$ cat src/rtl/boot_sequencer.sv
// Hardware bring-up sequencer: memory-domain reset, file load, core-domain reset,
// bounded run, result dump. All outputs are registered decodes of the next state.
module boot_sequencer #(
  parameter int N_DOMAINS    = 5,
  parameter int RESET_CYCLES = 1,
  parameter int LOAD_CYCLES  = 1,
  parameter int RUN_CYCLES   = 3334,
  parameter int DUMP_CYCLES  = 1,
  parameter int CNT_W        = 32
) (
  input  logic                 CLK,
  input  logic                 RESET_n,
  input  logic                 START,
  input  logic                 ABORT,
  input  logic                 HALT,
  input  logic [N_DOMAINS-1:0] LOAD_MASK,
  output logic [N_DOMAINS-1:0] DOM_RESET,
  output logic [N_DOMAINS-1:0] READ_FILE,
  output logic [N_DOMAINS-1:0] WRITE_FILE,
  output logic                 RUN,
  output logic                 BUSY,
  output logic                 DONE,
  output logic                 TIMEOUT,
  output logic [CNT_W-1:0]     CYCLE_COUNT,
  output logic [2:0]           STATE
);

  typedef enum logic [2:0] {
    S_IDLE     = 3'd0,
    S_MEM_RST  = 3'd1,
    S_LOAD     = 3'd2,
    S_CORE_RST = 3'd3,
    S_RUN      = 3'd4,
    S_DUMP     = 3'd5,
    S_DONE     = 3'd6
  } state_e;

  localparam logic [31:0]      RST_LAST  = 32'(RESET_CYCLES - 1);
  localparam logic [31:0]      LOAD_LAST = 32'(LOAD_CYCLES - 1);
  localparam logic [31:0]      DUMP_LAST = 32'(DUMP_CYCLES - 1);
  localparam logic [CNT_W-1:0] RUN_LIM   = CNT_W'(RUN_CYCLES);
  localparam logic [CNT_W-1:0] CNT_ONE   = CNT_W'(1);

  state_e               state_r, state_next_s;
  logic [31:0]          phase_r, phase_next_s;
  logic [N_DOMAINS-1:0] mask_r, mask_next_s;
  logic [CNT_W-1:0]     count_r, count_next_s, count_inc_s;
  logic                 timeout_r, timeout_next_s;

  logic [N_DOMAINS-1:0] dom_reset_s, read_file_s, write_file_s;
  logic                 run_s, busy_s, done_s, timeout_out_s;
  logic [N_DOMAINS-1:0] dom_reset_r, read_file_r, write_file_r;
  logic                 run_r, busy_r, done_r, timeout_out_r;

  assign count_inc_s = count_r + CNT_ONE;

  // Next-state, phase timing, mask latch, run counter and timeout flag.
  always_comb begin
    state_next_s   = state_r;
    phase_next_s   = phase_r;
    mask_next_s    = mask_r;
    count_next_s   = count_r;
    timeout_next_s = timeout_r;
    if (ABORT) begin
      state_next_s   = S_IDLE;
      phase_next_s   = 32'd0;
      timeout_next_s = 1'b0;
    end else begin
      case (state_r)
        S_IDLE, S_DONE: begin
          if (START) begin
            state_next_s   = S_MEM_RST;
            phase_next_s   = 32'd0;
            mask_next_s    = LOAD_MASK;
            count_next_s   = '0;
            timeout_next_s = 1'b0;
          end else begin
            state_next_s = state_r;
          end
        end
        S_MEM_RST: begin
          if (phase_r == RST_LAST) begin
            phase_next_s = 32'd0;
            state_next_s = S_LOAD;
          end else begin
            phase_next_s = phase_r + 32'd1;
          end
        end
        S_LOAD: begin
          if (phase_r == LOAD_LAST) begin
            phase_next_s = 32'd0;
            state_next_s = S_CORE_RST;
          end else begin
            phase_next_s = phase_r + 32'd1;
          end
        end
        S_CORE_RST: begin
          if (phase_r == RST_LAST) begin
            phase_next_s = 32'd0;
            state_next_s = S_RUN;
          end else begin
            phase_next_s = phase_r + 32'd1;
          end
        end
        S_RUN: begin
          // The halting edge is itself a completed run cycle, and wins over expiry.
          count_next_s = count_inc_s;
          if (HALT) begin
            state_next_s   = S_DUMP;
            timeout_next_s = 1'b0;
          end else if (count_inc_s == RUN_LIM) begin
            state_next_s   = S_DUMP;
            timeout_next_s = 1'b1;
          end else begin
            state_next_s = S_RUN;
          end
        end
        S_DUMP: begin
          if (phase_r == DUMP_LAST) begin
            phase_next_s = 32'd0;
            state_next_s = S_DONE;
          end else begin
            phase_next_s = phase_r + 32'd1;
          end
        end
        default: begin
          state_next_s = S_IDLE;
          phase_next_s = 32'd0;
        end
      endcase
    end
  end

  // Output decode of the upcoming state so registered outputs line up with STATE.
  always_comb begin
    dom_reset_s   = '0;
    read_file_s   = '0;
    write_file_s  = '0;
    run_s         = 1'b0;
    busy_s        = 1'b1;
    done_s        = 1'b0;
    timeout_out_s = 1'b0;
    case (state_next_s)
      S_IDLE:     busy_s       = 1'b0;
      S_MEM_RST:  dom_reset_s  = mask_next_s;
      S_LOAD:     read_file_s  = mask_next_s;
      S_CORE_RST: dom_reset_s  = ~mask_next_s;
      S_RUN:      run_s        = 1'b1;
      S_DUMP:     write_file_s = mask_next_s;
      S_DONE: begin
        busy_s        = 1'b0;
        done_s        = 1'b1;
        timeout_out_s = timeout_next_s;
      end
      default:    busy_s       = 1'b0;
    endcase
  end

  // State, counters and registered outputs.
  always_ff @(posedge CLK or negedge RESET_n) begin
    if (!RESET_n) begin
      state_r       <= S_IDLE;
      phase_r       <= 32'd0;
      mask_r        <= '0;
      count_r       <= '0;
      timeout_r     <= 1'b0;
      dom_reset_r   <= '0;
      read_file_r   <= '0;
      write_file_r  <= '0;
      run_r         <= 1'b0;
      busy_r        <= 1'b0;
      done_r        <= 1'b0;
      timeout_out_r <= 1'b0;
    end else begin
      state_r       <= state_next_s;
      phase_r       <= phase_next_s;
      mask_r        <= mask_next_s;
      count_r       <= count_next_s;
      timeout_r     <= timeout_next_s;
      dom_reset_r   <= dom_reset_s;
      read_file_r   <= read_file_s;
      write_file_r  <= write_file_s;
      run_r         <= run_s;
      busy_r        <= busy_s;
      done_r        <= done_s;
      timeout_out_r <= timeout_out_s;
    end
  end

  assign DOM_RESET   = dom_reset_r;
  assign READ_FILE   = read_file_r;
  assign WRITE_FILE  = write_file_r;
  assign RUN         = run_r;
  assign BUSY        = busy_r;
  assign DONE        = done_r;
  assign TIMEOUT     = timeout_out_r;
  assign CYCLE_COUNT = count_r;
  assign STATE       = state_r;

endmodule

$ cat config.mk
export PLATFORM = sky130hd
export DESIGN_NAME = boot_sequencer
export DESIGN_NICKNAME = d
export VERILOG_FILES = /design/src/rtl/boot_sequencer.sv
export SDC_FILE = /design/constraint.sdc
export NUM_CORES = 1
export LEC_CHECK = 0
export BUFFER_PORTS_ARGS = -buffer_cell sky130_fd_sc_hd__buf_2
export CORE_MARGIN = 5
export CORE_UTILIZATION = 30
export DETAILED_ROUTE_END_ITERATION = 8
export HOLD_SLACK_MARGIN = 0.06
export PLACE_DENSITY_LB_ADDON = 0.08
export SLEW_MARGIN = 20
export SYNTH_ARGS = -nofsm -noshare
export SYNTH_HDL_FRONTEND = slang
export SYNTH_SLANG_ARGS = --single-unit
export TNS_END_PERCENT = 5
$ cat constraint.sdc
create_clock -name CLK -period 2.6 [get_ports CLK]
set_input_delay 0 -clock CLK [delete_from_list [all_inputs] [get_ports CLK]]
set_output_delay 0 -clock CLK [all_outputs]
set_load 0.05 [all_outputs]
==> results_dict.tcl, run 1 <==
set metrics [dict create \
    status "completed" \
    worstMarginPinSlew_ns 0.6927 \
    initial_core_util_pct 30.28 \
    worst_path_most_repeated_cell "buf_4" \
    cp_cell_sequence "nor4_1 > nand4_1 > nor3_4 > buf_4 > nand2_1 > a21oi_1 > buf_4 > and4_1 > a32o_1" \
    post-route-min-period_ns 2.445 \
    nets 720 \
    critPathArrivalTime_ns 2.73 \
    syn-num-nets 627 \
    vias 5023 \
    routed_via_density 5.344 \
    die_x_um 144.2 \
    synth_area_mm2 0.005403 \
    synth_area_leader_cell "dfrtp_1" \
    worstSetupEndpointType "register" \
    netlist_instances 613 \
    fp-row-count 49 \
    ioPinCount 64 \
    drt_pass1_iterations 4 \
    skew_ns 0.008703 \
    synth.most_common_cell "dfrtp_1" \
    syn2layout_area_growth_pct 22.72 \
    peakVddDrop_mv 0.3277 \
    ys_warn_count 0 \
    place_congestion 0.8312 \
    critPathMaxFanout 11 \
    tns_ns 0 \
    grt_use_met1_pct 21.49 \
    hold_slack_ns 0.1080 \
    grt_pass1_wl_mm 26.80 \
    ys_seq_area_share_pct 42.61 \
    busiest_layer "met2" \
    antenna_found_initial 0 \
    htreeDepth 3 \
    layout-drive-gt1-share_pct 24.47 \
    maxCapViolCount 0 \
    synth_common_cells "dfrtp_1, nor2_1, o21ai_0" \
    core_mm2 0.01784 \
    die_h_um 144.2 \
    synth_ff_type "dfrtp_1" \
    hold_viol 0 \
    clk_latency_ns 0.35 \
    netlist_top_cells_area "dfrtp_1, o21ai_0, nor2_1, nand2_1, xnor2_1" \
    slowest_delay_ns 0.42 \
    critical_path.slowest_cell "nor4_1" \
    cts_inserted_buffers 9 \
    final_antenna_net_count 0 \
    drv_slew 0 \
    grt_pass1_vias 4935 \
    synth_top_cell_area_share_pct 42.61 \
    setup_violations 0 \
    synth-edff-count 0 \
    powerDensity_mw_per_mm2 518.5 \
    grtUsageMet3_pct 3.803 \
    drc 0 \
    ys_types 71 \
    ys_ff_latch 92 \
    dp_hpwl_mm 11.31 \
    relSlewSlack_pct 53.71 \
    worstPathRequired_ns 2.89 \
    drt_iter0_markers 255 \
    clockBufferDepth 2 \
    clkTransAtPathRegs_ns 0.07 \
    overflow 0 \
    syn_avg_cell_area_um2 8.814 \
    period_share_pct 94.04 \
    diodes 0 \
    cts_num_sinks 92 \
    grt_max_degree 55 \
    totalWireLength_mm 16.18 \
    grt_use_total_pct 16.12 \
    dieArea_mm2 0.02079 \
    fmax_mhz 409.0 \
    synthArstFlopShare_pct 100.0 \
    cts-root-buf "clkbuf_16" \
    numPortBuffers 63 \
    hold_class "in -> reg" \
    crit_type "reg -> reg" \
    tritoncts "built" \
    post_drt_wl_per_cell_um 17.21 \
    startpoint_type "register" \
    leakage_nw 2.848 \
    r2r_setup_slack_ns 0.15 \
    grt.met2_usage_pct 26.56 \
]
## worst max-delay path, delay by kind of cell (launching register included)
family          cells  cell delay (ns)
buf+inv             2             0.37
compound gates      2             0.27
flops               1             0.41
simple gates        5             1.32
## state kept, by name (all words and copies together) (netlist names), 3 cells and up
name / cells
CYCLE_COUNT: 32
DOM_RESET: 5
READ_FILE: 5
STATE: 3
WRITE_FILE: 5
mask_r: 5
phase_r: 32
## path summary, 6_finish.rpt
check	startpoint	depth (start not counted)	to
worst max-delay path	phase_r[16]$_DFFE_PN0P_	9	WRITE_FILE[2]$_DFF_PN0_
worst min-delay path	START	3	BUSY$_DFF_PN0_
worst max register to register	phase_r[16]$_DFFE_PN0P_	9	WRITE_FILE[2]$_DFF_PN0_
worst min register to register	phase_r[31]$_DFFE_PN0P_	1	phase_r[31]$_DFFE_PN0P_
max in group asynchronous	RESET_n	3	CYCLE_COUNT[24]$_DFFE_PN0P_
min in group asynchronous	RESET_n	2	phase_r[20]$_DFFE_PN0P_
## timing repair
item,CTS,global route
buffers inserted,0,1
hold endpoints to repair,45,0
endpoints found under the setup margin,1,22
pin swaps,0,4
resized for setup,1,8
hold buffers,7,0
## placed cells by master (no fill, tap or decap), types with 6 or more instances in the layout
cell type	n
xnor2_1	23
dfrtp_1	76
xor2_1	13
nand4_1	21
nand2_1	62
nor2_1	74
nand2b_1	6
o21ai_0	67
buf_4	50
nand3_1	22
nor4_1	11
clkbuf_16	9
o31ai_1	16
dlygate4sd3_1	7
and4_1	11
a31oi_1	13
inv_1	9
and3_1	11
buf_2	62
a21oi_1	13
a32o_1	6
dfrtp_2	16
and2_1	6
nor3_1	14
## logic make-up (layout without fill, tap and decap cells)
group	count (synthesis)	count (layout)	share of synthesized area, %
simple gates	273	273	27.21
compound gates	153	153	17.99
flops	92	92	42.61
buf+inv	48	146	4.006
xor+xnor	36	36	5.836
mux	6	6	1.227
fa+ha+maj	5	5	1.112
## routing by layer
layer	vias to the layer above	wire (µm)
met1	2447	7335
met3	17	789
met4	0	209
met2	129	7844
met5	-	0
li1	2430	-
## through the flow
stage	instances	total power [W]	util (%)	instance area [µm²]	setup slack [ns]
after floorplan	613	0.001944	-	5423	0.009231
final	940	0.003438	37.16	6630	0.1549
after detailed placement	916	0.002145	34.91	6228	0.01873
after global routing	940	0.003621	37.16	6630	-0.003195
after CTS	939	0.003500	36.98	6598	0.009212
after global placement	916	0.002140	34.91	6228	-0.06401
## power by group
group / leakage, nW / switching [W] / internal, W
sequential: 1.24 / 0.0000213 / 0.00149
clock: 0.140 / 0.000620 / 0.000691
combinational: 1.47 / 0.000419 / 0.000195
total: 2.85 / 0.00106 / 0.00238
## layout make-up
| type | instances | area (µm²) |
|---|---|---|
| fillers | 1839 | 11210 |
| multi-input cells | 473 | 2918 |
| flip-flops and latches | 92 | 2322 |
| repair buffers | 120 | 775.7 |
| well taps | 229 | 286.5 |
| clock buffers | 10 | 239.0 |
| clock inverters | 6 | 51.30 |
| inverters | 10 | 37.54 |
No activity file was read; power rests on OpenSTA's default activity.
==> run 2: changes to the inputs <==
- CAP_MARGIN: default -> 20
- CORE_ASPECT_RATIO: default -> 1.25
==> run 2 against run 1 <==
Design area fell by 0.77%. Core utilization rose by 0.29 points. Global-route usage fell by 0.056 points. Non-clock buffer count fell by 4. Clock skew fell by 0.0016 ns. Sequential power barely moved. Cell count fell by 0.96%. Count of clock-buffer cells in the layout fell by 1. Largest power group unchanged.
==> results_dict.tcl, run 2 (synthesized netlist as in run 1, its figures left out) <==
set metrics [dict create \
    worstSetupEndpointType "register" \
    hold_viol 0 \
    tns_ns 0 \
    clkTransAtPathRegs_ns 0.07 \
    clk_latency_ns 0.35 \
    drt_iter0_markers 229 \
    multi_input_area_mm2 0.002909 \
    hp-start "START" \
    post_drt_wl_per_cell_um 17.37 \
    crit_type "reg -> reg" \
    leakage_nw 2.808 \
    tritoncts "built" \
    fp-row-count 54 \
    cts_num_sinks 92 \
    overflow 0 \
    syn2layout_area_growth_pct 21.77 \
    hold_class "in -> reg" \
    cts_inserted_buffers 9 \
    routed_via_density 5.397 \
    nets 716 \
    grt_pass1_wl_mm 27.17 \
    maxCapViolCount 0 \
    diodes 0 \
    drv_slew 0 \
    place_congestion 0.8064 \
    layout.cells.most_common "dfrtp_1" \
    drt_pass1_iterations 4 \
    period_share_pct 94.71 \
    totalWireLength_mm 16.18 \
    critPathArrivalTime_ns 2.73 \
    fin_ws_ns 0.1376 \
    critPathMaxFanout 9 \
    startpoint "phase_r[0]$_DFFE_PN0P_" \
    hold_slack_ns 0.1207 \
    startpoint_type "register" \
    slowest_delay_ns 0.57 \
    htreeDepth 3 \
    finalPower_w 0.003407 \
    dp_hpwl_mm 11.73 \
    fmax_mhz 406.1 \
    die_x_um 130.0 \
    initial_core_util_pct 30.75 \
    cts_setup_buffers 0 \
    vias 5025 \
    final_cell_area_mm2 0.006579 \
    final_cell_mix "dfrtp_1, nor2_1, o21ai_0" \
    grt_use_total_pct 16.06 \
    seqCellArea_mm2 0.002322 \
    status "completed" \
    grt_max_degree 49 \
    drc 0 \
    clockBufferDepth 2 \
    post-route-min-period_ns 2.462 \
    final_antenna_net_count 0 \
    fill_cells 1829 \
    ioPinCount 64 \
    skew_ns 0.007080 \
    layout-drive-gt1-share_pct 23.90 \
    die_h_um 160.0 \
    critical_path.slowest_cell "or4_4" \
    cts-root-buf "clkbuf_16" \
    cp_cell_sequence "inv_1 > ha_1 > nor4b_1 > nand4_1 > nor2_1 > o21ai_0 > a31oi_4 > or4_4 > nor2b_1" \
    dieArea_mm2 0.02081 \
    placed_area_mm2 0.006200 \
    worstMarginPinSlew_ns 0.7923 \
    setup_violations 0 \
    critPathBufInv 1 \
    crit_family "simple AND/OR/NAND/NOR gates" \
    grt_pass1_vias 5181 \
    core_mm2 0.01757 \
    antenna_found_initial 0 \
    worstPathRequired_ns 2.87 \
    r2r_start "phase_r[0]$_DFFE_PN0P_" \
    rsz0062_at_grt "no" \
    peakVddDrop_mv 0.2842 \
    pre_cts_slack_ns -0.1064 \
    relSlewSlack_pct 47.05 \
    numPortBuffers 63 \
    powerDensity_mw_per_mm2 517.9 \
]
[run 2: layout make-up]
cell class	instances	area share, %
multi-input combinational	473	44.22
timing repair buffer	116	11.34
sequential	92	35.30
clock inverter	7	0.8939
tap	224	4.260
inverter	10	0.5706
clock buffer	9	3.423
[run 2: worst reg2reg max path, cell delays in order (launching register included)]
cell     delay (ns)
dfrtp_1        0.40
inv_1          0.06
ha_1           0.19
nor4b_1        0.14
nand4_1        0.21
nor2_1         0.11
o21ai_0        0.31
a31oi_4        0.23
or4_4          0.57
nor2b_1        0.16
[run 2: path summary, 6_finish.rpt]
check	endpoint	slack (ns)	cells past startpoint
min in group asynchronous	phase_r[14]$_DFFE_PN0P_	0.23	2
max in group asynchronous	STATE[1]$_DFF_PN0_	1.68	3
worst min register to register	phase_r[29]$_DFFE_PN0P_	0.52	1
worst max register to register	READ_FILE[2]$_DFF_PN0_	0.14	9
worst min-delay path	BUSY$_DFF_PN0_	0.12	3
worst max-delay path	READ_FILE[2]$_DFF_PN0_	0.14	9
[run 2: per-layer routing]
metal  track usage, %  wire length [µm]  vias to the layer above
li1                 -                 -                     2425
met1            20.61              6993                     2464
met2            27.22              8229                      110
met3            2.773               585                       26
met4            5.104               367                        0
met5                0                 0                        -
[run 2: timing repair]
action / in CTS / in global routing
setup endpoints to repair: 7 / 16
gates cloned: 0 / 0
hold endpoints to repair: 51 / 0
pin swaps: 0 / 1
resized for setup: 2 / 4
hold buffers: 7 / 0
[run 2: where the power goes]
group | leakage, nW | internal (W) | switching, W
sequential | 1.24 | 0.00149 | 0.0000232
combinational | 1.43 | 0.000189 | 0.000414
clock | 0.138 | 0.000664 | 0.000625
total | 2.81 | 0.00234 | 0.00106
[run 2: through the flow]
| stage | utilization [%] | std cells |
|---|---|---|
| 2_1_floorplan | - | 613 |
| 3_3_place_gp | 35.29 | 908 |
| 3_5_place_dp | 35.29 | 908 |
| 4_1_cts | 37.36 | 931 |
| 5_1_grt | 37.45 | 931 |
| 6_report | 37.45 | 931 |
